File: src/rtl/ahb_mem_init_pkg.sv
// Shared constants, FSM encoding and the deterministic fill pattern for the
// AHB-lite memory initialiser/checker.
package ahb_mem_init_pkg;

  localparam logic [1:0] HTRANS_IDLE   = 2'b00;
  localparam logic [1:0] HTRANS_NONSEQ = 2'b10;
  localparam logic [1:0] HTRANS_SEQ    = 2'b11;

  localparam logic [2:0] HSIZE_WORD = 3'b010;

  localparam logic [1:0] MODE_FILL  = 2'd0;
  localparam logic [1:0] MODE_CHECK = 2'd1;

  typedef enum logic [1:0] {
    ST_IDLE  = 2'd0,
    ST_FILL  = 2'd1,
    ST_CHECK = 2'd2,
    ST_TAIL  = 2'd3
  } state_t;

  // Word i carries its index in the top half and the inverted index below,
  // so stuck or swapped address/data lines both show up as mismatches.
  function automatic logic [31:0] pat(input logic [15:0] i16, input logic [31:0] seed);
    return seed ^ {i16, ~i16};
  endfunction

endpackage

File: src/rtl/ahb_mem_init_chk.sv
// Read-data compare: tracks the index of the beat in its data phase and keeps
// a saturating mismatch count plus the address of the first mismatch.
module ahb_mem_init_chk
  import ahb_mem_init_pkg::*;
#(
  parameter int          L2MD = 16,
  parameter logic [31:0] SEED = 32'hA5C3_0F96
) (
  input  logic            clk,
  input  logic            reset_n,
  input  logic            clken,
  input  logic            s_ready,
  input  logic            clr,
  input  logic            rd_p0,
  input  logic [L2MD-3:0] idx_p0,
  input  logic [31:0]     s_rdata,
  output logic [31:0]     pat_p1,
  output logic [15:0]     err_count,
  output logic [L2MD-1:0] first_err_addr
);

  localparam int IW = L2MD - 2;

  logic [IW-1:0] i_p1;
  logic          vld_p1;
  logic [15:0]   i16_p1;
  logic          miss_p1;

  // address phase -> data phase
  always_ff @(posedge clk) begin
    if (clken && s_ready) i_p1 <= idx_p0;
  end

  always_ff @(posedge clk) begin
    if (!reset_n) begin
      vld_p1         <= 1'b0;
      err_count      <= '0;
      first_err_addr <= '0;
    end else if (clken) begin
      if (s_ready) vld_p1 <= rd_p0;
      if (clr) begin
        err_count      <= '0;
        first_err_addr <= '0;
      end else if (s_ready && vld_p1 && miss_p1) begin
        if (err_count != '1) err_count <= err_count + 16'd1;
        if (err_count == '0) first_err_addr <= {i_p1, 2'b00};
      end
    end
  end

  always_comb begin
    i16_p1         = '0;
    i16_p1[IW-1:0] = i_p1;
  end

  assign pat_p1  = pat(i16_p1, SEED);
  assign miss_p1 = (s_rdata != pat_p1);

endmodule

File: src/rtl/ahb_mem_init.sv
// Bus-owning fill/check engine placed in front of an AHB-lite SRAM slave;
// transparent to the host whenever it is not running.
module ahb_mem_init
  import ahb_mem_init_pkg::*;
#(
  parameter int          L2MD = 16,
  parameter logic [31:0] SEED = 32'hA5C3_0F96
) (
  input  logic            clk,
  input  logic            reset_n,
  input  logic            clken,
  input  logic            start,
  input  logic [1:0]      mode,
  output logic            busy,
  output logic            done,
  output logic [15:0]     err_count,
  output logic [L2MD-1:0] first_err_addr,
  input  logic [L2MD-1:0] h_addr,
  input  logic [1:0]      h_trans,
  input  logic            h_write,
  input  logic [2:0]      h_size,
  input  logic [31:0]     h_wdata,
  output logic [31:0]     h_rdata,
  output logic            h_ready,
  output logic [L2MD-1:0] s_addr,
  output logic [1:0]      s_trans,
  output logic            s_write,
  output logic [2:0]      s_size,
  output logic [31:0]     s_wdata,
  input  logic [31:0]     s_rdata,
  input  logic            s_ready
);

  localparam int            IW   = L2MD - 2;
  localparam logic [IW-1:0] LAST = '1;

  state_t        state;
  logic [IW-1:0] idx;
  logic          then_check;
  logic          dp_owner;
  logic          start_acc;
  logic          eng_act;
  logic [31:0]   pat_p1;

  assign start_acc = (state == ST_IDLE) && start && clken;
  assign eng_act   = (state == ST_FILL) || (state == ST_CHECK);

  always_ff @(posedge clk) begin
    if (!reset_n) begin
      state      <= ST_IDLE;
      idx        <= '0;
      busy       <= 1'b0;
      done       <= 1'b0;
      then_check <= 1'b0;
      dp_owner   <= 1'b0;
    end else if (clken) begin
      done <= 1'b0;
      // The data phase belongs to whoever drove the accepted address phase.
      if (s_ready) dp_owner <= busy;
      case (state)
        ST_IDLE: if (start) begin
          state      <= (mode == MODE_CHECK) ? ST_CHECK : ST_FILL;
          then_check <= mode[1];
          idx        <= '0;
          busy       <= 1'b1;
        end
        ST_FILL: if (s_ready) begin
          if (idx == LAST) begin
            idx   <= '0;
            state <= then_check ? ST_CHECK : ST_TAIL;
          end else begin
            idx <= idx + IW'(1);
          end
        end
        ST_CHECK: if (s_ready) begin
          if (idx == LAST) begin
            idx   <= '0;
            state <= ST_TAIL;
          end else begin
            idx <= idx + IW'(1);
          end
        end
        ST_TAIL: if (s_ready) begin
          state <= ST_IDLE;
          busy  <= 1'b0;
          done  <= 1'b1;
        end
        default: state <= ST_IDLE;
      endcase
    end
  end

  always_comb begin
    if (busy) begin
      s_addr  = {idx, 2'b00};
      s_trans = eng_act ? ((idx == '0) ? HTRANS_NONSEQ : HTRANS_SEQ) : HTRANS_IDLE;
      s_write = (state == ST_FILL);
      s_size  = HSIZE_WORD;
    end else begin
      s_addr  = h_addr;
      s_trans = h_trans;
      s_write = h_write;
      s_size  = h_size;
    end
  end

  assign s_wdata = dp_owner ? pat_p1 : h_wdata;
  assign h_rdata = s_rdata;
  assign h_ready = busy ? 1'b0 : s_ready;

  ahb_mem_init_chk #(
    .L2MD (L2MD),
    .SEED (SEED)
  ) u_chk (
    .clk            (clk),
    .reset_n        (reset_n),
    .clken          (clken),
    .s_ready        (s_ready),
    .clr            (start_acc),
    .rd_p0          (state == ST_CHECK),
    .idx_p0         (idx),
    .s_rdata        (s_rdata),
    .pat_p1         (pat_p1),
    .err_count      (err_count),
    .first_err_addr (first_err_addr)
  );

endmodule

File: config.mk
export PLATFORM = sky130hd
export DESIGN_NAME = ahb_mem_init
export DESIGN_NICKNAME = d
export VERILOG_FILES = /design/src/rtl/ahb_mem_init_pkg.sv /design/src/rtl/ahb_mem_init_chk.sv /design/src/rtl/ahb_mem_init.sv
export SDC_FILE = /design/constraint.sdc
export NUM_CORES = 1
export LEC_CHECK = 0
export ABC_AREA = 1
export CORE_MARGIN = 1
export CORE_UTILIZATION = 39
export CTS_BUF_LIST = sky130_fd_sc_hd__clkbuf_8
export CTS_CLUSTER_SIZE = 30
export DETAILED_ROUTE_END_ITERATION = 16
export PLACE_DENSITY_LB_ADDON = 0.1
export SYNTH_ARGS = -nofsm -noshare
export SYNTH_HDL_FRONTEND = slang
export SYNTH_SLANG_ARGS = --single-unit
File: constraint.sdc
create_clock -name clk -period 1.99 [get_ports clk]
set_clock_uncertainty 0.05 [all_clocks]
set_input_delay 0.398 -clock clk [delete_from_list [all_inputs] [get_ports clk]]
set_output_delay 0.398 -clock clk [all_outputs]
set_load 0.03 [all_outputs]
==> results.md <==
| Group | Result | This run |
|---|---|---|
| outcome | Status | complete, no violations |
| setup path | Buffers plus inverters on the worst setup path | 3 |
| floorplanning | Placement Rows | 38 |
| placement | Number of cells in the design after placement | 1061 |
| detailed routing | Number of vias per cell | 4.93 |
| layout | Total area of multi-input combinational cells | 0.00250 mm^2 |
| layout | Final nets | 1047 |
| setup path | Critical Path, Cell by Cell | inv_2, ha_4, buf_4, nand2_2, o21ai_1, buf_4 |
| placement | Routability Congestion | 0.903 |
| floorplanning | Die X | 109 um |
| layout | Number of filler cells placed in the layout | 981 |
| clocking | Clock insertion delay at the later pin of the skew report | 340 ps |
| layout | Antenna Diode Count | 0 |
| layout | Commonest cells after routing, fill and taps aside | sky130_fd_sc_hd__nand2_1 (205), sky130_fd_sc_hd__buf_4 (153), sky130_fd_sc_hd__clkdlybuf4s50_1 (114) |
| setup path | Critical Path Slowest Stage Cell | sky130_fd_sc_hd__dfxtp_2 |
| setup path | Crit-path max FO | 4 |
| setup path | Critical path required time | 1540 ps |
| layout | Area taken by flip-flops and latches | 0.00146 mm^2 |
| sta | Final Hold Vio Count | 0 |
| yosys | Post-synthesis sequential element count | 65 |
| floorplanning | Area inside the core boundary | 0.0110 mm^2 |
| yosys | Post-synth EDFFs | 14 |
| sta | Timing-limited maximum frequency | 515 MHz |
| yosys | Biggest area contributors in the synthesized netlist | sky130_fd_sc_hd__dfxtp_1 (23%), sky130_fd_sc_hd__nand2_1 (18%), sky130_fd_sc_hd__edfxtp_1 (9.4%) |
| yosys | Area share of the largest cell type after synthesis | 22.8% |
| placement | PortBufs | 211 |
| yosys | Post-synthesis instance area | 0.00448 mm^2 |
| layout | Proportion of layout cells with a drive suffix above 1 | 24.5% |
| detailed routing | Routed length per instance | 14.5 um |
| detailed routing | Post-route ant nets | 0 |
| sta | Crit path time final | 1940 ps |
| setup path | Crit start category | register |
| sta | Fin crit share | 97.5% |
| yosys | Share of the yosys chip area belonging to registers | 32.2% |
| grt | Pin count of the biggest net entering global routing | 33 |
| layout | Post-synthesis to final-layout area growth | 63.6% |
| setup path | Endpoint arrival time on the critical path | 1490 ps |
| sta | Smallest hold slack | 418 ps |
| layout | Final non-filler cell area | 0.00732 mm^2 |
| floorplanning | Starting utilization of the core area | 40.6% |
| detailed routing | DRC | 0 |
| pwr | Static Leakage | 3.48 nW |
| placement | Dpl hpwl | 12400 um |
| pwr | Largest vdd supply drop | 0.000402 V |
| yosys | Post-synthesis cell type with the largest combined area | sky130_fd_sc_hd__dfxtp_1 |
| clocking | CTS Buf Count | 9 |
| clocking | Clock root cell | sky130_fd_sc_hd__clkbuf_8 |
| yosys | Synthesized instance count | 695 |
| grt | Global-route wire length before repair | 23400 um |
| setup path | Delay contributed by the slowest stage of the critical path | 350 ps |
| grt | Via count of the first global-routing pass | 4690 |
| pwr | PD cells | 621 mW/mm^2 |
| grt | Global-route congestion overflow total | 0 |
| grt | Initial antenna violation count | 0 |
| setup path | Critical path class | reg -> out |
| yosys | Top_reg_cell synth | sky130_fd_sc_hd__dfxtp_1 |
| detailed routing | Detailed Route Iter0 Violations | 277 |
| placement | Area after detailed placement | 0.00684 mm^2 |
| sta | RSZ-0062 raised after global routing | true |
| layout | Most common cell after layout, fill and taps aside | sky130_fd_sc_hd__nand2_1 |
| yosys | Warnings, synthesis | 0 |
| detailed routing | Wire length after detailed routing | 15800 um |
| clocking | Buffer levels on the longest clock path | 2 |
| detailed routing | Total via count after detailed routing | 5370 |
| yosys | Synth unique cells | 38 |
| detailed routing | Pre-Repair DR Iteration Count | 5 |
| layout | Final instance count without filler cells | 1090 |
| clocking | Worst-path clk slew | 80 ps |
| setup path | Crit path capture type | output port |
| grt | Aggregate global-route resource usage | 25.4% |
| min path | Path type of the worst min-delay path | reg -> reg |
| clocking | Number of sinks on the clock net | 65 |
| floorplanning | Total die area | 0.0119 mm^2 |
| sta | Count of final max-slew check failures | 0 |
| clocking | H-tree depth | 3 |
| floorplanning | Die Ht | 109 um |
| yosys | Mapped Avg Cell Area | 6.44 um^2 |
| setup path | Cell family contributing the most delay on the critical path | flip-flops |
| run | Number of max-cap violations | 0 |
| setup path | Library cell appearing most often on the critical path | sky130_fd_sc_hd__buf_4 |
| clocking | TritonCTS clock tree | built |
| sta | Setup-violating endpoint count in the final report | 0 |
| yosys | Fraction of synthesis flops using an asynchronous set or reset pin | 0% |
| layout | Utilization of the core after routing | 66.4% |
| floorplanning | Total I/O pin count | 214 |
state kept, by name, summed over array words and instances, names as in the netlist, 2 cells and up:
register and flops:
idx 14, state 2, u_chk.err_count 16, u_chk.first_err_addr 14, u_chk.i_p1 14
metal layers:
metal / up-vias / share of wire, % / global-route usage [%]
li1: 2686 / - / -
met3: 15 / 7.4 / 4.54
met4: 0 / 1.1 / 6.66
met5: - / 0 / 0
met2: 222 / 48 / 43.9
met1: 2447 / 43 / 32.4
where the power goes:
group          total (W)  internal, W  switching, W
clock network    0.00127     0.000742      0.000525
registers        0.00149      0.00141     0.0000768
logic            0.00179     0.000800      0.000995
cell usage after synthesis (5+ instances only):
| library cell | number |
|---|---|
| sky130_fd_sc_hd__nand4_1 | 16 |
| sky130_fd_sc_hd__buf_4 | 34 |
| sky130_fd_sc_hd__inv_1 | 74 |
| sky130_fd_sc_hd__o21ai_0 | 33 |
| sky130_fd_sc_hd__a21oi_1 | 29 |
| sky130_fd_sc_hd__nor2_1 | 93 |
| sky130_fd_sc_hd__xor2_1 | 7 |
| sky130_fd_sc_hd__dfxtp_1 | 51 |
| sky130_fd_sc_hd__nor4_1 | 5 |
| sky130_fd_sc_hd__edfxtp_1 | 14 |
| sky130_fd_sc_hd__xnor2_1 | 12 |
| sky130_fd_sc_hd__nor3_1 | 12 |
| sky130_fd_sc_hd__clkbuf_1 | 13 |
| sky130_fd_sc_hd__ha_1 | 9 |
| sky130_fd_sc_hd__nand2_1 | 209 |
| sky130_fd_sc_hd__or2_2 | 5 |
| sky130_fd_sc_hd__nand3_1 | 37 |
path summary, 6_finish.rpt:
| path | start | end | slack, ps | cells past startpoint |
|---|---|---|---|---|
| setup / recovery | state[0] | s_trans[0] | 50 | 6 |
| hold / removal | u_chk.first_err_addr[12] | u_chk.first_err_addr[12] | 420 | 2 |
| setup reg to reg | u_chk.err_count[0] | u_chk.first_err_addr[7] | 70 | 11 |
| hold reg to reg | u_chk.first_err_addr[12] | u_chk.first_err_addr[12] | 420 | 2 |
worst register-to-register path, stage by stage (launching register included):
cell,delay [ps]
sky130_fd_sc_hd__dfxtp_2,330
sky130_fd_sc_hd__buf_4,150
sky130_fd_sc_hd__inv_1,70
sky130_fd_sc_hd__ha_1,190
sky130_fd_sc_hd__nand4_1,120
sky130_fd_sc_hd__nor2_2,130
sky130_fd_sc_hd__nand3_2,120
sky130_fd_sc_hd__nor2_4,170
sky130_fd_sc_hd__nand3_2,140
sky130_fd_sc_hd__buf_12,160
sky130_fd_sc_hd__nand3b_1,140
sky130_fd_sc_hd__o21ai_0,70
layout make-up:
| class | count | share of cell area, % |
|---|---|---|
| tap | 140 | 2.39 |
| timing repair buffer | 291 | 36.5 |
| clock buffer | 10 | 1.88 |
| sequential | 65 | 19.9 |
| inverter | 76 | 4.00 |
| clock inverter | 6 | 1.20 |
| multi-input combinational | 502 | 34.1 |
logic make-up after synthesis:
logic type	after synthesis	synth area share [%]
XOR/XNOR	19	3.72
other	1	0.0838
AO/OA/AOI/OAI	77	9.34
adder cells (fa/ha/maj)	9	2.52
AND/OR/NAND/NOR	394	37.8
flip-flops	65	32.2
buffers and inverters	130	14.4
per-stage QoR:
step                TNS [ps]  setup WS [ps]  total power [W]
global route            -835          -52.1          0.00478
CTS                        0           9.29          0.00448
finish                     0           50.1          0.00455
detailed placement     -7130           -284          0.00318
global placement       -6200           -238          0.00316
floorplan              -2240           -213          0.00245
repair_timing:
action | in CTS | in global routing
hold endpoints to repair | 0 | 0
hold buffers | 0 | 0
cloned | 0 | 2
setup buffers | 0 | 11
pin swaps | 3 | 12
resized for setup | 14 | 45
endpoints found under the setup margin | 22 | 66
Power figures use the tool's default switching activity.
